[src/rtl/hack_pkg.sv]
// hack_pkg: shared word width and RAM8 geometry constants
package hack_pkg;
  localparam int WORD_W = 16;
  localparam int RAM8_DEPTH = 8;
  localparam int RAM8_AW = 3;
endpackage

[src/rtl/register16.sv]
// register16: WIDTH-bit register; ports clock, reset (sync clear), load (enable), in, out
module register16 import hack_pkg::*; #(
  parameter int WIDTH = WORD_W
) (
  input  logic             clock,
  input  logic             reset,
  input  logic             load,
  input  logic [WIDTH-1:0] in,
  output logic [WIDTH-1:0] out
);
  always_ff @(posedge clock)
    if (reset) out <= '0;
    else if (load) out <= in;
endmodule

[src/rtl/ram8.sv]
// ram8: 8-word RAM; ports clock, reset, in, load, address, out; RAM8_OUTREG_EN gives a registered write-first out
module ram8 import hack_pkg::*; #(
  parameter int WIDTH = WORD_W
) (
  input  logic               clock,
  input  logic               reset,
  input  logic [WIDTH-1:0]   in,
  input  logic               load,
  input  logic [RAM8_AW-1:0] address,
  output logic [WIDTH-1:0]   out
);
  logic [RAM8_DEPTH-1:0] en;
  logic [WIDTH-1:0] q [RAM8_DEPTH];
  logic [WIDTH-1:0] m4 [4];
  logic [WIDTH-1:0] m2 [2];
  logic [WIDTH-1:0] rd;
  always_comb en = load ? RAM8_DEPTH'(1) << address : '0;
  for (genvar i = 0; i < RAM8_DEPTH; i++) begin : g_word
    register16 #(.WIDTH(WIDTH)) u_reg (
      .clock(clock),
      .reset(reset),
      .load(en[i]),
      .in(in),
      .out(q[i])
    );
  end
  for (genvar i = 0; i < 4; i++) begin : g_m4
    assign m4[i] = address[0] ? q[2*i+1] : q[2*i];
  end
  for (genvar i = 0; i < 2; i++) begin : g_m2
    assign m2[i] = address[1] ? m4[2*i+1] : m4[2*i];
  end
  assign rd = address[2] ? m2[1] : m2[0];
`ifdef RAM8_OUTREG_EN
  always_ff @(posedge clock)
    out <= reset ? '0 : load ? in : rd;
`else
  assign out = rd;
`endif
endmodule
[config.mk]
export PLATFORM = sky130hd
export DESIGN_NAME = ram8
export DESIGN_NICKNAME = d
export VERILOG_FILES = /design/src/rtl/hack_pkg.sv /design/src/rtl/register16.sv /design/src/rtl/ram8.sv
export SDC_FILE = /design/constraint.sdc
export NUM_CORES = 1
export LEC_CHECK = 0
export ABC_AREA = 0
export CAP_MARGIN = 20
export CORE_MARGIN = 5
export CORE_UTILIZATION = 59
export CTS_BUF_LIST = sky130_fd_sc_hd__clkbuf_8 sky130_fd_sc_hd__clkbuf_16
export CTS_CLUSTER_DIAMETER = 40
export DETAILED_ROUTE_END_ITERATION = 10
export PLACE_DENSITY = 0.89
export SYNTH_ARGS = -nofsm -noshare
export SYNTH_HDL_FRONTEND = slang
export SYNTH_HIERARCHICAL = 1
export SYNTH_SLANG_ARGS = --single-unit
[constraint.sdc]
create_clock -name clock -period 2.1 [get_ports clock]
set_input_delay 0.21 -clock clock [delete_from_list [all_inputs] [get_ports clock]]
set_output_delay 0.21 -clock clock [all_outputs]
set_load 0.01 [all_outputs]
-- Word-level counts from Yosys, hierarchy flattened
Index checks and enable logic that the tools add are counted.
- shifts and indexed selects: 1
- multiplexer cells: 8
- operators with widths (cell ; count):
    2-to-1 mux 16 bit ; 7
    2-to-1 mux 8 bit ; 1
    left shift 1 x 3 -> 8 bit (first input constant) ; 1
- register bits after elaboration: 128
- input port bits: 22
- output and inout port bits: 16

-- Logic depth before layout (Yosys ltp)
Gate-level depths: netlist (run 1).
- depth after elaboration: 3
- depth in mapped cells: 9
- depth with buffers taken out: 4

-- Cells and area by module
The synthesis (run 1) kept the hierarchy.
- modules (own cells, without submodules) (module ; times used ; cells each ; area each (um^2) ; seq. area each (um^2)):
    register16 ; 8 ; 52 ; 580.6 ; 320.3
    ram8 ; 1 ; 119 ; 1131.1 ; 0.0

-- Least setup slack after synthesis (run 1)
OpenSTA, ideal clock, no wires.
- path type: input-to-reg
- from: in address[1]
- to: reg g_word[1].u_reg.out[10]
- setup time: 0.117 ns
- arrival: 1.601 ns
- slack: 0.382 ns
- stages on the path: 9
- path buffers: 5
- path through: buf_6 -> buf_4 -> buf_4 -> nand2b_1 -> nor3b_1 -> buf_6 -> buf_12 -> mux2i_1 -> nor2_1
- cells in the longest elaborated chain, start to end: 2
- RTL lines (what ; RTL line ; RTL):
    start, declared ; ram8.sv:9 ; input logic [RAM8_AW-1:0] address,
    left shift 1 x 3 -> 8 bit ; ram8.sv:17 ; always_comb en = load ? RAM8_DEPTH'(1) << address : '0;
    2-to-1 mux 8 bit ; ram8.sv:17 ;
    via en[1] ; ram8.sv:12 ; logic [RAM8_DEPTH-1:0] en;
    end signal, assigned ; register16.sv:13 ; else if (load) out <= in;
    end, declared ; register16.sv:9 ; output logic [WIDTH-1:0] out
The timed path passes the listed nets, and every way through them passes these cells.
A chain may end at the register's enable or synchronous reset.

-- Worst setup path in the final report (run 1)
- from: reg g_word[1].u_reg.out[13]
- to: out out[13]
- cells in the longest elaborated chain, start to end: 3
- RTL lines (what ; RTL line ; RTL):
    2-to-1 mux 16 bit ; ram8.sv:28 ; assign m4[i] = address[0] ? q[2*i+1] : q[2*i];
    2-to-1 mux 16 bit ; ram8.sv:31 ; assign m2[i] = address[1] ? m4[2*i+1] : m4[2*i];
    2-to-1 mux 16 bit ; ram8.sv:33 ; assign rd = address[2] ? m2[1] : m2[0];
    end, declared ; ram8.sv:10 ; output logic [WIDTH-1:0] out
No other way between the ends.

==> out/results.tsv, run 1 <==
stage	metric	value	unit
routing	first_pass_iters	6	
cts	ctsHtreeMaxLevel	4	
synthesis	synth-seq-cells	128	
layout	syn_to_final_growth	20.1	%
synthesis	synth_largest_type_area_fraction	44.4	%
layout	final_cell_area	6940	µm²
power	clkPwrFrac	51.2	%
worst_setup_path	crit_chain	mux4_2, mux2_2, clkdlybuf4s15_1	
layout	drive_gt1_share	20.0	%
worst_setup_path	reg2reg_from	g_word[0].u_reg/out[3]	
power	finalPower	6240	µW
synthesis	synth_cell_types	25	
die	io-pin-count	38	
routing	wire_per_inst	20.1	µm
layout	top_regs	g_word.u_reg/out: 128 flops	
power	switchingPower	1410	µW
layout	mostFrequentLayoutCells	mux2i_1, nor2_1, dfxtp_1	
worst_setup_path	worstSetupPathType	reg -> out	
global_routing	track_usage	26.0	%
run_status	status	finished clean	
routing	num_vias	4268	
sta	report.final.slew_viol_count	0	
sta	fin_worst_skew	0	ps
hold_path	min_from	reset	
run	drv_cap	0	
hold_path	min_to	g_word[0].u_reg/out[13]	
worst_setup_path	arrival	1800	ps
power	seq_power_share	40.2	%
cts	numCtsBuffers	17	
synthesis	synth_seq_area_share	44.4	%
routing	drc	0	
cts	path_clk_slew	60	ps
worst_setup_path	reg2reg_to	g_word[0].u_reg/out[3]	
placement	portBuffers	37	
sta	fmax	497	MHz
worst_setup_path	rrSetupSlack	1390	ps
layout	largest_register_ff_count	128	
power	powerDensity	900	nW/µm²
worst_setup_path	crit_path_top_delay_cell	mux4_2	
hold_path	holdCritPathClass	in -> reg	
worst_setup_path	max_stage_delay	450	ps
synthesis	syn_inst	535	
routing	via_per_inst	5.81	
cts	root_buffer	clkbuf_8	
sta	setup-tns-final	0	ps
synthesis	synthTopCellsByArea	dfxtp_1, mux2i_1, nor2_1, mux2_2, buf_12	
worst_setup_path	required	1890	ps
global_routing	grt_pass1_vias	4507	
worst_setup_path	ff2ff_path_depth	2	
sta	timing.slew.headroom	66.7	%
sta	finalSetupViolCount	0	
die	die_w	109	µm
cts	cts_tree	yes	
layout	antenna_cells	0	
worst_setup_path	timing.critical_path.buf_inv	1	
synthesis	syn-num-nets	557	
sta	worst_slack	86.1	ps
layout	regMostFlops	g_word.u_reg/out	
power	p_sw_share	22.5	%
sta	worst_pin_slew	500	ps
worst_setup_path	worst_setup_path_end_kind	output pin	
worst_setup_path	path_max_fanout	2	
hold_path	whs_path_depth	2	
power	vdd_drop_max	0.651	mV
layout	final_common_cell	mux2i_1	
synthesis	yosys.area.top_type	dfxtp_1	
power	p_leak	0.00264	µW
sta	rsz0062_at_grt	no	
sta	finalHoldViolCount	0	
cts	holdBufCountCts	0	
placement	placed_cell_area	6290	µm²
die	dieArea	11900	µm²
die	num_rows	36	
power	p_comb_share	8.6	%
cts	clock_path_buffers	2	
sta	fin_crit	2010	ps
synthesis	yosysWarnings	6	
layout	fill_cells	678	
layout	final_nets	610	
synthesis	syn_area_per_cell	10.8	µm²
die	core_area	9640	µm²
routing	drt_iter0_markers	295	
cts	clock-sinks	128	
placement	dp.final_hpwl	9500	µm
die	initial_core_util	59.9	%
cts	worstSkewPairLatency	520	ps
placement	gp_congestion	0.895	
synthesis	synthesis.area	5780	µm²
global_routing	grt_max_degree	58	
die	die_height	109	µm
routing	ant_nets	0	
worst_setup_path	start_kind	flop	
worst_setup_path	crit_cells	3	
sta	fin_crit_sh	95.9	%
global_routing	antenna_found_initial	1	
power	intPower	4840	µW
global_routing	grt_overflow	0	
routing	routed_wl	14700	µm
worst_setup_path	critPathTopFamily	multiplexers	
placement	place_ws	-373	ps
global_routing	grt_pass1_wl	23200	µm
==> power by group through the flow <==
stage               Clock [µW]  Combinational, µW  Sequential [µW]
global placement             0                511             2560
CTS                       3220                531             2510
finish                    3200                537             2510
detailed placement           0                531             2560
floorplan                    0                322             2550
global route              3350                570             2510
==> metrics by stage <==
step | hold slack, ps | util, % | instances
6_report | 146 | 72.0 | 734
5_1_grt | 158 | 72.0 | 734
4_1_cts | 125 | 72.1 | 734
3_5_place_dp | 474 | 65.3 | 702
3_3_place_gp | 465 | 65.3 | 702
2_1_floorplan | 357 | - | 535
==> repair_timing <==
item / CTS / global route
gates resized for setup: 27 / 5
endpoints found under the setup margin: 16 / 5
pin swaps: 1 / 0
buffers inserted: 0 / 0
==> worst register-to-register path, delay by kind of cell (launching register included) <==
family        cells  cell delay [ps]
simple gates      1               70
mux               1              180
flops             1              320
==> layout make-up <==
type | instances | area (µm²) | share of cell area [%]
well taps | 133 | 166 | 2.40
flip-flops and latches | 128 | 2560 | 36.9
clock buffers | 19 | 442 | 6.36
multi-input cells | 362 | 2850 | 41.1
clock inverters | 13 | 210 | 3.03
repair buffers | 79 | 709 | 10.2
==> cell usage after synthesis (all sizes together) <==
cell type and n:
mux2 23, nor2b 1, nand2 2, o2bb2ai 10
clkbuf 4, nor3b 2, and3 1, buf 41
a211oi 6, nand3b 1, or3b 1, or2 2
mux4 10, nor2 139, nand2b 3, dfxtp 128
o22ai 12, or2b 1, a221oi 5, mux2i 143
==> logic make-up after synthesis <==
family          count (synthesis)  synth area share [%]
mux                           176                  33.6
simple gates                  153                  10.6
flops                         128                  44.4
buf+inv                        45                  7.13
compound gates                 33                  4.35
==> how the worst max path moves through the flow <==
| stage | slack [ps] | end | startpoint |
|---|---|---|---|
| 2_1_floorplan | 380 | g_word[1].u_reg/out[10] | address[1] |
| 3_3_place_gp | -250 | out[4] | address[0] |
| 3_5_place_dp | -370 | out[9] | address[2] |
| 4_1_cts | 7 | out[3] | g_word[3].u_reg/out[3] |
| 5_1_grt | 20 | out[11] | g_word[5].u_reg/out[11] |
| 6_report | 90 | out[13] | g_word[1].u_reg/out[13] |
==> metal layers <==
layer	track usage (%)	wire (µm)	up-vias
met5	0	13	-
li1	-	-	1978
met1	30.1	5930	2087
met3	8.05	940	38
met2	43.8	7430	163
met4	12.1	419	2
(Power assumes the default switching activity.)
==> inputs of run 2 (changes only) <==
--- a/config.mk
+++ b/config.mk
@@ -6,13 +6,13 @@
 export NUM_CORES = 1
 export LEC_CHECK = 0
 export ABC_AREA = 0
-export CAP_MARGIN = 20
-export CORE_MARGIN = 5
+export CAP_MARGIN = 10
 export CORE_UTILIZATION = 59
 export CTS_BUF_LIST = sky130_fd_sc_hd__clkbuf_8 sky130_fd_sc_hd__clkbuf_16
 export CTS_CLUSTER_DIAMETER = 40
 export DETAILED_ROUTE_END_ITERATION = 10
-export PLACE_DENSITY = 0.89
+export DONT_BUFFER_PORTS = 1
+export PLACE_DENSITY = 0.84
 export SYNTH_ARGS = -nofsm -noshare
 export SYNTH_HDL_FRONTEND = slang
 export SYNTH_HIERARCHICAL = 1
==> out/results.tsv, run 2 (synthesis gave the netlist of run 1 again) <==
stage	metric	value	unit	change
run_status	status	finished clean		
layout	mostFrequentLayoutCells	mux2i_1, nor2_1, dfxtp_1		
worst_setup_path	reg2reg_to	g_word[1].u_reg/out[15]		
worst_setup_path	reg2reg_from	g_word[1].u_reg/out[15]		
sta	fin_worst_skew	0	ps	unchanged
worst_setup_path	path_max_fanout	2		unchanged
layout	syn_to_final_growth	15.8	%	
cts	numCtsBuffers	17		unchanged
sta	rsz0062_at_grt	no		
sta	fmax	532	MHz	+7.2%
placement	gp_congestion	0.860		-3.9%
cts	cts_tree	yes		
run	drv_cap	0		unchanged
worst_setup_path	worstSetupPathType	reg -> out		
die	die_height	101	µm	-7.3%
sta	finalHoldViolCount	0		unchanged
routing	via_per_inst	5.81		about the same
die	dieArea	10200	µm²	-14%
worst_setup_path	worst_setup_path_end_kind	output pin		
global_routing	grt_max_degree	106		+83%
global_routing	antenna_found_initial	0		-1
sta	timing.slew.headroom	60.8	%	-5.8 points
routing	num_vias	4131		-3.2%
sta	finalSetupViolCount	0		unchanged
cts	worstSkewPairLatency	510	ps	about the same
die	io-pin-count	38		unchanged
sta	worst_slack	221	ps	+135 ps
worst_setup_path	crit_path_top_delay_cell	mux4_1		
global_routing	grt_pass1_wl	22000	µm	-5.4%
global_routing	grt_overflow	0		unchanged
layout	largest_register_ff_count	128		unchanged
layout	regMostFlops	g_word.u_reg/out		
worst_setup_path	max_stage_delay	530	ps	+80 ps
cts	clock-sinks	128		unchanged
die	num_rows	35		-2.8%
layout	top_regs	g_word.u_reg/out: 128 flops		
worst_setup_path	ff2ff_path_depth	3		+1
sta	worst_pin_slew	584	ps	+83.8 ps
cts	root_buffer	clkbuf_8		
global_routing	track_usage	28.7	%	+2.7 points
worst_setup_path	required	1890	ps	about the same
routing	first_pass_iters	5		-1
hold_path	min_from	reset		
cts	clock_path_buffers	2		unchanged
routing	routed_wl	13800	µm	-6.5%
layout	final_common_cell	mux2i_1		
worst_setup_path	rrSetupSlack	790	ps	-600 ps
power	vdd_drop_max	0.721	mV	+11%
placement	portBuffers	0		-100%
die	die_w	101	µm	-7.3%
die	core_area	9370	µm²	-2.8%
hold_path	holdCritPathClass	in -> reg		
layout	final_core_util	71.4	%	-0.63 points
power	p_leak	0.00255	µW	-3.6%
hold_path	min_to	g_word[5].u_reg/out[10]		
worst_setup_path	arrival	1670	ps	-130 ps
die	initial_core_util	61.6	%	+1.7 points
layout	antenna_cells	0		unchanged
global_routing	grt_pass1_vias	4290		-4.8%
sta	setup-tns-final	0	ps	unchanged
sta	fin_crit	1880	ps	-135 ps
power	powerDensity	854	nW/µm²	-5.1%
routing	drc	0		unchanged
sta	fin_crit_sh	89.5	%	-6.4 points
placement	dp.final_hpwl	8200	µm	-14%
cts	ctsHtreeMaxLevel	4		unchanged
layout	final_nets	591		-3.1%
cts	path_clk_slew	60	ps	about the same
routing	ant_nets	0		unchanged
hold_path	whs_path_depth	2		unchanged
layout	drive_gt1_share	15.1	%	-4.8 points
worst_setup_path	start_kind	flop		
routing	wire_per_inst	19.4	µm	-3.4%
sta	report.final.slew_viol_count	0		unchanged
worst_setup_path	crit_chain	mux4_1, mux2_2		
placement	place_ws	594	ps	+967 ps
routing	drt_iter0_markers	235		-20%
run 2: changes by cell type in the layout (fill, tap and decap cells not counted), moves of 2 or more:
cell / before / now
buf_4: 38 / 19
clkdlybuf4s15_1: 2 / 0
clkbuf_2: 3 / 0
clkdlybuf4s50_1: 17 / 0
clkinv_4: 2 / 0
buf_12: 5 / 0
dlygate4sd3_1: 0 / 40
a211oi_2: 2 / 0
clkinv_2: 0 / 6
dlygate4sd2_1: 13 / 0
a211oi_1: 4 / 6
bufinv_16: 5 / 2
run 2: how the worst max path moves through the flow:
stage	endpoint	from	cells past startpoint
floorplan	g_word[1].u_reg/out[10]	address[1]	9
global placement	g_word[0].u_reg/out[7]	address[2]	5
detailed placement	g_word[2].u_reg/out[9]	address[2]	5
CTS	out[3]	g_word[2].u_reg/out[3]	2
global route	out[3]	g_word[2].u_reg/out[3]	2
finish	out[3]	g_word[2].u_reg/out[3]	2
run 2: area by class of cell:
| class | instances | area (µm²) |
|---|---|---|
| Tap cell | 129 | 161 |
| Clock buffer | 20 | 455 |
| Fill cell | 694 | 2680 |
| Multi-Input combinational cell | 362 | 2820 |
| Clock inverter | 12 | 116 |
| Sequential cell | 128 | 2560 |
| Timing Repair Buffer | 60 | 571 |
run 2: report_power, final:
part / switching [µW] / internal, µW
combinational: 216 / 189
clock: 1030 / 1760
sequential: 27.3 / 2480
total: 1280 / 4430
run 2: timing repair:
| item | in CTS | in global routing |
|---|---|---|
| gates resized for setup | 0 | 0 |
| hold endpoints to repair | 128 | 0 |
| buffers inserted | 0 | 0 |
| hold buffers | 41 | 0 |
run 2: per-stage QoR:
| stage | hold WS [ps] | instances | instance area, µm² | power, µW |
|---|---|---|---|---|
| after CTS | 99.4 | 711 | 6690 | 5720 |
| final | 96.7 | 711 | 6690 | 5710 |
| after detailed placement | 294 | 638 | 5690 | 2860 |
| after floorplan | 357 | 535 | 5780 | 2870 |
| after global routing | 112 | 711 | 6690 | 5890 |
| after global placement | 293 | 638 | 5690 | 2840 |
run 2: critical path: cells and delay by family, from the launching register on:
kind	cells	cell delay, ps
DFF	1	300
muxes	2	850
run 2: routing by layer:
| metal | global-route usage (%) | part of all wire (%) | up-vias |
|---|---|---|---|
| met4 | 10.5 | 1.7 | 0 |
| li1 | - | - | 1940 |
| met2 | 49.3 | 49 | 112 |
| met5 | 0 | 0 | - |
| met3 | 9.78 | 6.6 | 20 |
| met1 | 33.2 | 42 | 2059 |
